`config.mk`:
```
export PLATFORM = sky130hd
export DESIGN_NAME = mcpu_loader
export DESIGN_NICKNAME = d
export VERILOG_FILES = /design/src/rtl/mcpu_loader.sv
export SDC_FILE = /design/constraint.sdc
export NUM_CORES = 1
export LEC_CHECK = 0
export ABC_AREA = 1
export CAP_MARGIN = 10
export CORE_MARGIN = 2
export CORE_UTILIZATION = 30
export CTS_CLUSTER_DIAMETER = 30
export DETAILED_ROUTE_END_ITERATION = 8
export PLACE_DENSITY = 0.51
export SYNTH_ARGS = -nofsm -noshare
export SYNTH_HDL_FRONTEND = slang
export SYNTH_SLANG_ARGS = --single-unit
```
`constraint.sdc`:
```
create_clock -name clk -period 2.3 [get_ports clk]
set_input_delay 0.23 -clock clk [delete_from_list [all_inputs] [get_ports clk]]
set_output_delay 0.23 -clock clk [all_outputs]
set_load 0.05 [all_outputs]
```
`src/rtl/mcpu_loader.sv`:
```
// mcpu_loader: synthesizable boot path for the MCPU instruction/data RAM.
//
// After reset or a restart, the loader clears every RAM word. It then reads a
// byte stream in this order: a header byte N (the word count), 2N data bytes
// (high byte first in each word), and one XOR checksum byte. Each word is
// written at consecutive addresses starting at 0. The CPU is released from
// reset only when the checksum matches.
//
// Ports
//   clk         rising-edge clock
//   reset       asynchronous active-low reset (0 = reset)
//   byte_in     stream data byte
//   byte_valid  byte_in carries a byte
//   byte_ready  loader accepts a byte this cycle (decoded from state)
//   start       one-cycle pulse, restarts a load from RUN or ERR
//   mem_we      RAM write enable (registered)
//   mem_addr    RAM write address (registered)
//   mem_wdata   RAM write data (registered)
//   cpu_reset   active-high reset to the MCPU (registered)
//   done        load succeeded, CPU running (registered)
//   error       checksum mismatch (registered)
//   dbg_state   current FSM state, for checkers and debug
//
// Handshake: a byte transfers on a rising edge where byte_valid and
// byte_ready are both 1. byte_ready depends only on the current state and
// never on byte_valid. While byte_valid is 0, the FSM waits and no state
// changes.
module mcpu_loader #(
  parameter int WORD_SIZE  = 16,  // must be 16: two stream bytes per word
  parameter int ADDR_WIDTH = 8,
  parameter int RAM_SIZE   = 256
) (
  input  logic                  clk,
  input  logic                  reset,
  input  logic [7:0]            byte_in,
  input  logic                  byte_valid,
  output logic                  byte_ready,
  input  logic                  start,
  output logic                  mem_we,
  output logic [ADDR_WIDTH-1:0] mem_addr,
  output logic [WORD_SIZE-1:0]  mem_wdata,
  output logic                  cpu_reset,
  output logic                  done,
  output logic                  error,
  output logic [2:0]            dbg_state
);

  typedef enum logic [2:0] {
    S_CLEAR = 3'd0,
    S_HDR   = 3'd1,
    S_HI    = 3'd2,
    S_LO    = 3'd3,
    S_WRITE = 3'd4,
    S_CSUM  = 3'd5,
    S_RUN   = 3'd6,
    S_ERR   = 3'd7
  } state_t;

  // The clear counter is one bit wider than the address. This lets it
  // reach RAM_SIZE, which marks the extra CLEAR cycle after the last clear
  // write.
  localparam int                CNT_W   = ADDR_WIDTH + 1;
  localparam logic [CNT_W-1:0]  CLR_END = CNT_W'(RAM_SIZE);

  state_t                  state_q, state_d;
  logic [CNT_W-1:0]        clr_cnt_q, clr_cnt_d;
  logic [ADDR_WIDTH-1:0]   addr_q, addr_d;
  logic [7:0]              n_q, n_d;
  logic [7:0]              hi_q, hi_d;
  logic [7:0]              csum_q, csum_d;
  logic                    mem_we_q, mem_we_d;
  logic [ADDR_WIDTH-1:0]   mem_addr_q, mem_addr_d;
  logic [WORD_SIZE-1:0]    mem_wdata_q, mem_wdata_d;
  logic                    cpu_reset_q, cpu_reset_d;
  logic                    done_q, done_d;
  logic                    error_q, error_d;

  logic                    accept;
  logic [7:0]              n_last;
  logic                    last_word;

  assign accept    = byte_valid && byte_ready;
  assign n_last    = n_q - 8'd1;
  assign last_word = (addr_q == ADDR_WIDTH'(n_last));

  // State and datapath registers
  always_ff @(posedge clk or negedge reset) begin
    if (!reset) begin
      state_q     <= S_CLEAR;
      clr_cnt_q   <= '0;
      addr_q      <= '0;
      n_q         <= '0;
      hi_q        <= '0;
      csum_q      <= '0;
      mem_we_q    <= 1'b0;
      mem_addr_q  <= '0;
      mem_wdata_q <= '0;
      cpu_reset_q <= 1'b1;
      done_q      <= 1'b0;
      error_q     <= 1'b0;
    end else begin
      state_q     <= state_d;
      clr_cnt_q   <= clr_cnt_d;
      addr_q      <= addr_d;
      n_q         <= n_d;
      hi_q        <= hi_d;
      csum_q      <= csum_d;
      mem_we_q    <= mem_we_d;
      mem_addr_q  <= mem_addr_d;
      mem_wdata_q <= mem_wdata_d;
      cpu_reset_q <= cpu_reset_d;
      done_q      <= done_d;
      error_q     <= error_d;
    end
  end

  // Next-state logic
  always_comb begin
    state_d = state_q;
    case (state_q)
      S_CLEAR: if (clr_cnt_q == CLR_END) state_d = S_HDR;
      S_HDR:   if (accept) state_d = (byte_in == 8'd0) ? S_CSUM : S_HI;
      S_HI:    if (accept) state_d = S_LO;
      S_LO:    if (accept) state_d = S_WRITE;
      S_WRITE: state_d = last_word ? S_CSUM : S_HI;
      S_CSUM:  if (accept) state_d = (byte_in == csum_q) ? S_RUN : S_ERR;
      S_RUN,
      S_ERR:   if (start) state_d = S_CLEAR;
      default: state_d = S_CLEAR;
    endcase
  end

  // Output and datapath logic. The memory port is registered, so each write
  // is set up one cycle early. A CLEAR write is issued on the edge after its
  // counter value is seen. A word write is issued on the edge that accepts
  // the low byte, so mem_we is high exactly during the WRITE cycle. When no
  // write is issued, the address and data registers keep their values.
  always_comb begin
    byte_ready  = (state_q == S_HDR) || (state_q == S_HI) ||
                  (state_q == S_LO)  || (state_q == S_CSUM);
    clr_cnt_d   = clr_cnt_q;
    addr_d      = addr_q;
    n_d         = n_q;
    hi_d        = hi_q;
    csum_d      = csum_q;
    mem_we_d    = 1'b0;
    mem_addr_d  = mem_addr_q;
    mem_wdata_d = mem_wdata_q;
    cpu_reset_d = cpu_reset_q;
    done_d      = done_q;
    error_d     = error_q;
    case (state_q)
      S_CLEAR: begin
        if (clr_cnt_q != CLR_END) begin
          mem_we_d    = 1'b1;
          mem_addr_d  = clr_cnt_q[ADDR_WIDTH-1:0];
          mem_wdata_d = '0;
          clr_cnt_d   = clr_cnt_q + CNT_W'(1);
        end
      end
      S_HDR: begin
        if (accept) begin
          n_d    = byte_in;
          csum_d = byte_in;
          addr_d = '0;
        end
      end
      S_HI: begin
        if (accept) begin
          hi_d   = byte_in;
          csum_d = csum_q ^ byte_in;
        end
      end
      S_LO: begin
        if (accept) begin
          csum_d      = csum_q ^ byte_in;
          mem_we_d    = 1'b1;
          mem_addr_d  = addr_q;
          mem_wdata_d = WORD_SIZE'({hi_q, byte_in});
        end
      end
      S_WRITE: begin
        if (!last_word) addr_d = addr_q + ADDR_WIDTH'(1);
      end
      S_CSUM: begin
        if (accept) begin
          if (byte_in == csum_q) begin
            cpu_reset_d = 1'b0;
            done_d      = 1'b1;
          end else begin
            error_d     = 1'b1;
          end
        end
      end
      S_RUN,
      S_ERR: begin
        if (start) begin
          cpu_reset_d = 1'b1;
          done_d      = 1'b0;
          error_d     = 1'b0;
          clr_cnt_d   = '0;
        end
      end
      default: ;
    endcase
  end

  assign mem_we    = mem_we_q;
  assign mem_addr  = mem_addr_q;
  assign mem_wdata = mem_wdata_q;
  assign cpu_reset = cpu_reset_q;
  assign done      = done_q;
  assign error     = error_q;
  assign dbg_state = state_q;

endmodule

```
==> summary.txt <==
Buffers on Ports = 43
RSZ-0062 raised after global routing = false
drt via density = 4.534
status = completed
stages on the worst setup path = 1
Overflow after GRT = 0
Setup CP Type = flip-flop to output pin
fin crit period = 2038 ps
leakage power = 2.231 nW
Post-DP HPWL = 6.769 mm
dominant cells by area after synthesis = dfrtp_1, nand2_1, nand3_1
post-route setup TNS = 0 ps
synth-to-layout area growth = 22.35%
Max Cap Viol = 0
Syn Inst Count = 498
mapped cell area = 0.003936 mm²
Sink Count = 72
RR Endpoint = dbg_state[1]$_DFFE_PN0P_
Synth Area per Inst = 7.904 µm²
Final nets = 556
HP Class = input port to async pin
Die Y-Extent = 118.5 µm
PwrDens = 1477 mW/mm²
crit-path cells = clkdlybuf4s50_1
WP buf/inv = 1
layout cells sized above 1 = 9.725%
maximum clock insertion buffer count = 2
CTS tree = built
Final Hold Fails = 0
CP delay by family, top = buffers and inverters
row count = 41
Final Cycle Share = 88.61%
clk slew on worst S/H paths = 60 ps
Clock Skew = 3.741 ps
Placed Instances = 700
H-tree depth = 3
clock latency on the worst-skew pair = 330 ps
Post-CTS Setup Bufs = 0
slowest stage cell, crit path = clkdlybuf4s50_1
count of final setup violators = 0
crit path from = dbg_state[2]$_DFFE_PN0P_
CP endpoint kind = output pin
CTS resizes = 0
crit path max fanout = 10
depth of the worst register-to-register path = 7
Initial Util = 30.94%
reg2reg setup slack = 370 ps
achievable frequency = 0.4907 GHz
Antenna Nets Post-Route = 0
top-area cell type share of the netlist area = 45.14%
global routing usage on met3 = 4.151%
First DRT Iteration DRCs = 198
initial antenna violation count = 0
fin. max-slew vios = 0
number of synthesis warnings = 0
Most Crowded Layer GR = met2
Yosys top cell by area = dfrtp_1
Post-synth EDFFs = 0
Finished Layout Cells = 717
1st-pass router iterations = 4
GRT Overall Usage = 14.21%
Seq/Total Area, Yosys = 45.80%
RR Startpoint = dbg_state[2]$_DFFE_PN0P_
met2 Use GR = 22.81%
Avg WL per Cell = 12.91 µm
Max stage delay on crit path = 920 ps
Worst slew margin = 58.19%
hold bufs inserted after CTS = 1
largest net degree at the start of global routing = 48
CTS buffer count = 9
Synth Register Bits = 72
Post-synth ARST share = 100.0%
final core area utilization = 37.85%
Critical Path Start Type = flip-flop
Die Footprint = 0.01405 mm²
Critical Path AT = 1810 ps
M1 GR Usage = 18.24%
worst-margin pin slew = 625.3 ps
most frequent cell after synthesis = nand2_1
syn nets = 514
most common library cells after synthesis = nand2_1, dfrtp_1, inv_1
DR vias = 3,251
total wire length = 9.254 mm
# diodes = 0
Main synth FF type = dfrtp_1
Core ar. = 0.01272 mm²
Root Driver = clkbuf_16
maximum VDD drop = 0.6121 mV
Design Power = 7.114 mW
vias in the first global route = 3,333
io pins = 44
Required @ worst endpoint = 2070 ps
gpl congestion = 0.8485
Worst Setup EP = dbg_state[2]
Yosys cell types = 31
DRC viols = 0
first-pass GRT wire length = 16.06 mm
fillers = 1,357
die width = 118.5 µm
[metrics by stage]
step | area (µm²) | hold slack (ps) | setup slack [ps]
after floorplan | 3939 | -65.59 | 208.7
after global placement | 4506 | 246.4 | 306.9
after detailed placement | 4506 | 254.7 | 303.9
after CTS | 4816 | 431.4 | 247.9
after global routing | 4816 | 473.2 | 144.2
final | 4816 | 433.6 | 262.0
[area by class of cell]
class	count	area [µm²]	share of cell area, %
clock buffers	12	246.5	5.118
well taps	172	215.2	4.469
multi-input cells	339	1757	36.48
clock inverters	4	53.80	1.117
flip-flops and latches	72	1803	37.44
repair buffers	52	493.0	10.24
inverters	66	247.7	5.144
[how the worst min path moves through the flow]
stage               start                  endpoint  slack, ps  cells after the start
floorplan           reset     addr_q[0]$_DFFE_PN0P_        -70                      0
global placement    reset  clr_cnt_q[5]$_DFFE_PN0P_        250                      2
detailed placement  reset  clr_cnt_q[5]$_DFFE_PN0P_        250                      2
CTS                 reset  clr_cnt_q[5]$_DFFE_PN0P_        430                      3
global route        reset  clr_cnt_q[5]$_DFFE_PN0P_        470                      3
finish              reset  clr_cnt_q[5]$_DFFE_PN0P_        430                      3
[routing by layer]
metal	up-vias	part of all wire (%)
li1	1673	-
met4	0	1.4
met2	76	46
met1	1490	47
met5	-	0
met3	12	5.1
[cell families after synthesis]
kind of cell,after synthesis,share of synthesized area (%)
flops,72,45.80
simple gates,241,27.72
compound gates,65,9.123
buf+inv,87,9.631
xor+xnor,29,6.453
fa+ha+maj,4,1.272
[cell usage in the layout (no fill, tap or decap), drive strengths merged, types with 2 or more instances in the layout]
| cell | count |
|---|---|
| buf | 10 |
| inv | 67 |
| nand4 | 18 |
| nor2 | 42 |
| clkinvlp | 2 |
| a31oi | 8 |
| or2 | 8 |
| a21boi | 2 |
| nand2 | 123 |
| dfrtp | 71 |
| nand3 | 47 |
| ha | 4 |
| clkbuf | 12 |
| o21ai | 49 |
| a21oi | 5 |
| xnor2 | 8 |
| clkdlybuf4s50 | 41 |
| xor2 | 21 |
| nor3 | 3 |
[worst reg2reg max path: stages (launching register included)]
cell	delay [ps]
dfrtp_1	550
nand2_1	360
or2_2	430
nand2_1	110
inv_2	60
nand3_1	100
nor2_1	50
a21boi_1	180
[flip-flops by register name (all words and copies together) (netlist names)]
signal and count:
mem_wdata 16, clr_cnt_q 9, hi_q 8, addr_q 8, mem_we 1, mem_addr 8, done 1, cpu_reset 1
error 1, n_q 8, csum_q 8, dbg_state 3
[power breakdown]
group	internal, mW	switching (mW)	total, mW
clock	0.874	0.533	1.41
combinational	1.17	2.36	3.54
sequential	1.77	0.400	2.17
Note: power is estimated with default switching activity, not from simulation.
